## src/rtl/branch_ctrl.sv

```systemverilog
// branch_ctrl: resolves B/BR conditional branches against committed {N,V,Z}, interlocks on pending
// flag writes, and issues a registered redirect plus fixed-length flush. Macro BRANCH_STATS_EN adds counters.
module branch_ctrl #(
  parameter int PC_W      = 16,
  parameter int IMM_W     = 9,
  parameter int FLUSH_CYC = 2
) (
  input  logic             clk,
  input  logic             rst,
  input  logic             br_valid,
  input  logic             br_is_reg,
  input  logic [2:0]       cond,
  input  logic [IMM_W-1:0] imm,
  input  logic [PC_W-1:0]  reg_target,
  input  logic [PC_W-1:0]  pc_plus2,
  input  logic [2:0]       flags,
  input  logic             flag_pend,
  output logic             stall,
  output logic             redirect,
  output logic             taken,
  output logic [PC_W-1:0]  pc_redirect,
  output logic             flush
`ifdef BRANCH_STATS_EN
  ,
  output logic [15:0]      br_count,
  output logic [15:0]      taken_count
`endif
);

  // state | meaning
  // IDLE  | accept a branch from decode; resolve at once unless a flag write is pending
  // HOLD  | waiting for the older flag write to commit; stall held high
  // FLUSH | taken branch squashing wrong-path instructions for FLUSH_CYC cycles

  localparam int CNT_W = (FLUSH_CYC > 1) ? $clog2(FLUSH_CYC) : 1;

  typedef enum logic [1:0] {
    S_IDLE  = 2'd0,
    S_HOLD  = 2'd1,
    S_FLUSH = 2'd2
  } state_t;

  state_t            state_q, state_d;
  logic [2:0]        cond_q;
  logic [IMM_W-1:0]  imm_q;
  logic              is_reg_q;
  logic [PC_W-1:0]   reg_target_q, pc_plus2_q;
  logic              redirect_q, taken_q, flush_q;
  logic [PC_W-1:0]   pc_redirect_q;
  logic [CNT_W-1:0]  cnt_q;

  logic [2:0]        r_cond;
  logic [IMM_W-1:0]  r_imm;
  logic              r_is_reg;
  logic [PC_W-1:0]   r_reg, r_pc, off_ext, target;
  logic              cond_ok, hazard, resolve, stall_c;

  always_comb begin
    // In IDLE the live operands are the ones being captured this cycle
    r_cond   = (state_q == S_IDLE) ? cond       : cond_q;
    r_imm    = (state_q == S_IDLE) ? imm        : imm_q;
    r_is_reg = (state_q == S_IDLE) ? br_is_reg  : is_reg_q;
    r_reg    = (state_q == S_IDLE) ? reg_target : reg_target_q;
    r_pc     = (state_q == S_IDLE) ? pc_plus2   : pc_plus2_q;

    case (r_cond)
      3'b000:  cond_ok = ~flags[0];
      3'b001:  cond_ok = flags[0];
      3'b010:  cond_ok = ~flags[0] & ~flags[2];
      3'b011:  cond_ok = flags[2];
      3'b100:  cond_ok = flags[0] | (~flags[0] & ~flags[2]);
      3'b101:  cond_ok = flags[2] | flags[0];
      3'b110:  cond_ok = flags[1];
      default: cond_ok = 1'b1;
    endcase

    off_ext = {{(PC_W-IMM_W){r_imm[IMM_W-1]}}, r_imm};
    if (!cond_ok)      target = r_pc;
    else if (r_is_reg) target = r_reg;
    else               target = r_pc + (off_ext << 1);

    hazard  = br_valid & flag_pend & (cond != 3'b111);
    resolve = 1'b0;
    stall_c = 1'b0;
    state_d = state_q;
    case (state_q)
      S_IDLE: begin
        stall_c = hazard;
        resolve = br_valid & ~hazard;
        if (hazard) state_d = S_HOLD;
      end
      S_HOLD: begin
        stall_c = 1'b1;
        resolve = ~flag_pend;
      end
      S_FLUSH: begin
        if (cnt_q == '0) state_d = S_IDLE;
      end
      default: state_d = S_IDLE;
    endcase
    if (resolve) state_d = cond_ok ? S_FLUSH : S_IDLE;
  end

`ifdef BRANCH_STATS_EN
  logic [15:0] br_count_q, taken_count_q;
`endif

  always_ff @(posedge clk) begin
    if (rst) begin
      state_q       <= S_IDLE;
      cond_q        <= '0;
      imm_q         <= '0;
      is_reg_q      <= 1'b0;
      reg_target_q  <= '0;
      pc_plus2_q    <= '0;
      redirect_q    <= 1'b0;
      taken_q       <= 1'b0;
      flush_q       <= 1'b0;
      pc_redirect_q <= '0;
      cnt_q         <= '0;
`ifdef BRANCH_STATS_EN
      br_count_q    <= '0;
      taken_count_q <= '0;
`endif
    end else begin
      state_q    <= state_d;
      redirect_q <= resolve;
      flush_q    <= (state_d == S_FLUSH);
      if (state_q == S_IDLE && br_valid) begin
        cond_q       <= cond;
        imm_q        <= imm;
        is_reg_q     <= br_is_reg;
        reg_target_q <= reg_target;
        pc_plus2_q   <= pc_plus2;
      end
      if (resolve) begin
        taken_q       <= cond_ok;
        pc_redirect_q <= target;
      end
      if (resolve && cond_ok)
        cnt_q <= CNT_W'(FLUSH_CYC - 1);
      else if (state_q == S_FLUSH && cnt_q != '0)
        cnt_q <= cnt_q - CNT_W'(1);
`ifdef BRANCH_STATS_EN
      if (resolve && br_count_q != 16'hFFFF)
        br_count_q <= br_count_q + 16'd1;
      if (resolve && cond_ok && taken_count_q != 16'hFFFF)
        taken_count_q <= taken_count_q + 16'd1;
`endif
    end
  end

  assign stall       = stall_c & ~rst;
  assign redirect    = redirect_q;
  assign taken       = taken_q;
  assign pc_redirect = pc_redirect_q;
  assign flush       = flush_q;
`ifdef BRANCH_STATS_EN
  assign br_count    = br_count_q;
  assign taken_count = taken_count_q;
`endif

endmodule

```

## config.mk

```make
export PLATFORM = sky130hd
export DESIGN_NAME = branch_ctrl
export DESIGN_NICKNAME = d
export VERILOG_FILES = /design/src/rtl/branch_ctrl.sv
export SDC_FILE = /design/constraint.sdc
export NUM_CORES = 1
export LEC_CHECK = 0
export CORE_MARGIN = 5
export CORE_UTILIZATION = 40
export DETAILED_ROUTE_END_ITERATION = 7
export HOLD_SLACK_MARGIN = 0.08
export PLACE_DENSITY = 0.67
export SLEW_MARGIN = 20
export SYNTH_ARGS = -nofsm -noshare
export SYNTH_HDL_FRONTEND = slang
export SYNTH_SLANG_ARGS = --single-unit
export TNS_END_PERCENT = 50
```

## constraint.sdc

```tcl
create_clock -name clk -period 5.8 [get_ports clk]
set_input_delay 1.45 -clock clk [delete_from_list [all_inputs] [get_ports clk]]
set_output_delay 1.45 -clock clk [all_outputs]
set_load 0.02 [all_outputs]
```

==> impl_metrics.json <==
{
  "outcome": "finished clean",
  "crit_fanout": 6,
  "hold_viol": 0,
  "clk_path_buf_depth": 2,
  "synth-compound-area-share_pct": 23.07,
  "ctsResizeCount": 0,
  "ys_seq_area_share_pct": 32.80,
  "skew_ns": 0.008786,
  "register_area_sq_mm": 0.001341,
  "layout_common_cells": "nand2_1 (197), a21oi_1 (75), clkdlybuf4s50_1 (70)",
  "final.min_clock_period_ns": 4.411,
  "use_met1_pct": 24.09,
  "yosysWarnings": 0,
  "die_x_microns": 111.1,
  "syn-instance-count": 578,
  "dr_total_vias": 4147,
  "grt_pass1_vias": 4016,
  "critPathKind": "input pin to output port",
  "postCtsHoldBufs": 0,
  "clock_latency_ns": 0.35,
  "wirelength_microns": 11790,
  "synth_top_family_by_area": "simple AND/OR/NAND/NOR gates",
  "post-route-period-util_pct": 76.05,
  "ys_ff_latch": 67,
  "cts_tree": "built",
  "synthArstFlopShare_pct": 0,
  "multi_input_comb_area_sq_mm": 0.002531,
  "p_leak_nw": 2.046,
  "drv_slew": 0,
  "start_util_pct": 40.33,
  "critPathArrivalTime_ns": 2.96,
  "antenna_found_initial": 0,
  "cts-root-buf": "clkbuf_8",
  "drc": 0,
  "drive_gt1_share_pct": 5.380,
  "clkSinkCount": 67,
  "wl_per_cell_microns": 15.35,
  "areaGrowthSynthToFinish_pct": 23.99,
  "tightestPinTransition_ns": 1.022,
  "grt_max_degree": 63,
  "placed_area_sq_mm": 0.004868,
  "portBuffers": 71,
  "crit_start": "cond[0]",
  "row_count": 37,
  "synth-simple-area-share_pct": 26.74,
  "synthesis.nets": 643,
  "layout.nets": 693,
  "fmax_mhz": 226.7,
  "setup_violations": 0,
  "cap_violations": 0,
  "synth_xor_area_share_pct": 2.999,
  "drtAntennaViolNets": 0,
  "vdd_drop_max_mv": 0.1333,
  "use_met3_pct": 3.493,
  "dieArea_sq_mm": 0.01234,
  "diodes": 0,
  "finalSetupTns_ns": 0,
  "grt_overflow_total": 0,
  "stdcell_area_sq_mm": 0.005070,
  "drt_pass1_iterations": 4,
  "synthAdderAreaFrac_pct": 4.896,
  "top_usage_layer": "met2",
  "via_per_inst": 5.400,
  "gp_congestion": 0.8764,
  "synthDistinctLibCells": 57,
  "met2_usage_pct": 32.77,
  "min_path_type": "flip-flop to flip-flop",
  "numCtsBuffers": 9,
  "critPathLaunchType": "input pin",
  "synth_area_sq_mm": 0.004089,
  "syn_avg_cell_area_sq_um": 7.074,
  "grt_setup_unrepaired": "no",
  "r2r-start": "state_q[0]$_SDFF_PP0_",
  "whs_ns": 0.4561,
  "ios": 72,
  "required_ns": 4.35,
  "core-area_sq_mm": 0.01014,
  "grt_pass1_wl_microns": 19650,
  "cp-end-kind": "output port",
  "relSlewSlack_pct": 31.69,
  "final_common_cell": "nand2_1",
  "cts.htree.levels": 3,
  "dieHeight_microns": 111.1,
  "dp_hpwl_microns": 8260,
  "n_fill_cell": 1004,
  "drtIter0Drc": 223,
  "synth_ff_type": "dfxtp_1",
  "synth_mux_area_share_pct": 4.009,
  "clk_pin_slew_worst_paths_ns": 0.07,
  "grtUsageTotal_pct": 19.11,
  "min_from": "reg_target_q[3]$_SDFFE_PP0P_",
  "postCtsSetupRepairBufs": 0,
  "p_per_area_mw_per_mm2": 272.7,
  "synth_edf_count": 0
}
-- report_power, final --
part	total (mW)	internal (mW)	switching, mW
Combinational	0.454	0.193	0.261
Clock	0.404	0.219	0.186
Sequential	0.524	0.497	0.0267
-- cell type report --
type	count	area share [%]
Sequential cell	67	26.46
Clock buffer	11	2.986
Timing Repair Buffer	80	15.25
Tap cell	136	3.356
Clock inverter	4	0.9872
Multi-Input combinational cell	456	49.93
Inverter	14	1.037
-- flip-flops by register name, summed over array words and instances, names as in the netlist, 2 cells and up --
signal	cells
pc_plus2_q	16
imm_q	9
reg_target_q	16
pc_redirect	16
state_q	2
cond_q	3
-- stage by stage --
stage,util [%],total power [mW],std cells,worst slack (ns)
2_1_floorplan,-,0.8347,578,2.032
3_3_place_gp,48.02,0.9771,753,1.419
3_5_place_dp,48.02,0.9868,753,1.385
4_1_cts,50.01,1.391,768,1.389
5_1_grt,50.01,1.464,768,1.252
6_report,50.01,1.383,768,1.389
-- critical path, stage by stage --
cell             delay (ns)
clkdlybuf4s50_1        0.49
nand3_1                0.14
a31oi_1                0.09
nor3_1                 0.16
clkdlybuf4s50_1        0.63
-- Yosys cell counts (2+ instances only) --
master | number | area (sq um)
nand4_1 | 2 | 12.51
a32oi_1 | 2 | 17.52
nor3_1 | 2 | 10.01
a311o_1 | 5 | 50.05
a21o_1 | 4 | 30.03
xnor2_1 | 10 | 87.58
nand3b_1 | 2 | 15.01
o31ai_1 | 2 | 15.01
a221o_1 | 2 | 20.02
clkbuf_1 | 30 | 112.6
xor2_1 | 4 | 35.03
maj3_1 | 3 | 30.03
buf_2 | 5 | 25.02
and2_1 | 3 | 18.77
a21oi_1 | 75 | 375.4
ha_1 | 12 | 150.1
nor2_1 | 22 | 82.58
a21boi_0 | 2 | 15.01
a211oi_1 | 8 | 60.06
buf_1 | 3 | 11.26
inv_1 | 14 | 52.55
mux2i_1 | 13 | 130.1
a31oi_1 | 6 | 37.54
nand3_1 | 10 | 50.05
a311oi_1 | 5 | 43.79
or3_1 | 2 | 12.51
a22o_1 | 2 | 17.52
dfxtp_1 | 67 | 1341
o21a_1 | 2 | 15.01
nand2_1 | 198 | 743.2
o21ai_0 | 18 | 90.09
and3_1 | 5 | 31.28
o211ai_1 | 5 | 37.54
o22ai_1 | 2 | 12.51
buf_4 | 3 | 22.52
nor3b_1 | 2 | 15.01
nor4b_1 | 2 | 17.52
nand2b_1 | 5 | 31.28
-- final timing paths --
path | to | slack (ns) | depth (start not counted)
hold reg to reg | reg_target_q[3]$_SDFFE_PP0P_ | 0.46 | 2
setup reg to reg | pc_redirect[9]$_SDFFE_PP0P_ | 2.18 | 14
setup / recovery | stall | 1.39 | 5
hold / removal | reg_target_q[3]$_SDFFE_PP0P_ | 0.46 | 2
-- layer usage --
metal	part of all wire, %	vias up
met5	0	-
li1	-	2092
met2	48	75
met3	3.9	17
met4	1.9	0
met1	46	1963
-- cell families after synthesis --
family,Yosys count
compound gates,149
xor+xnor,14
fa+ha+maj,16
buf+inv,55
flops,67
mux,15
simple gates,262
Power figures use the tool's default switching activity.
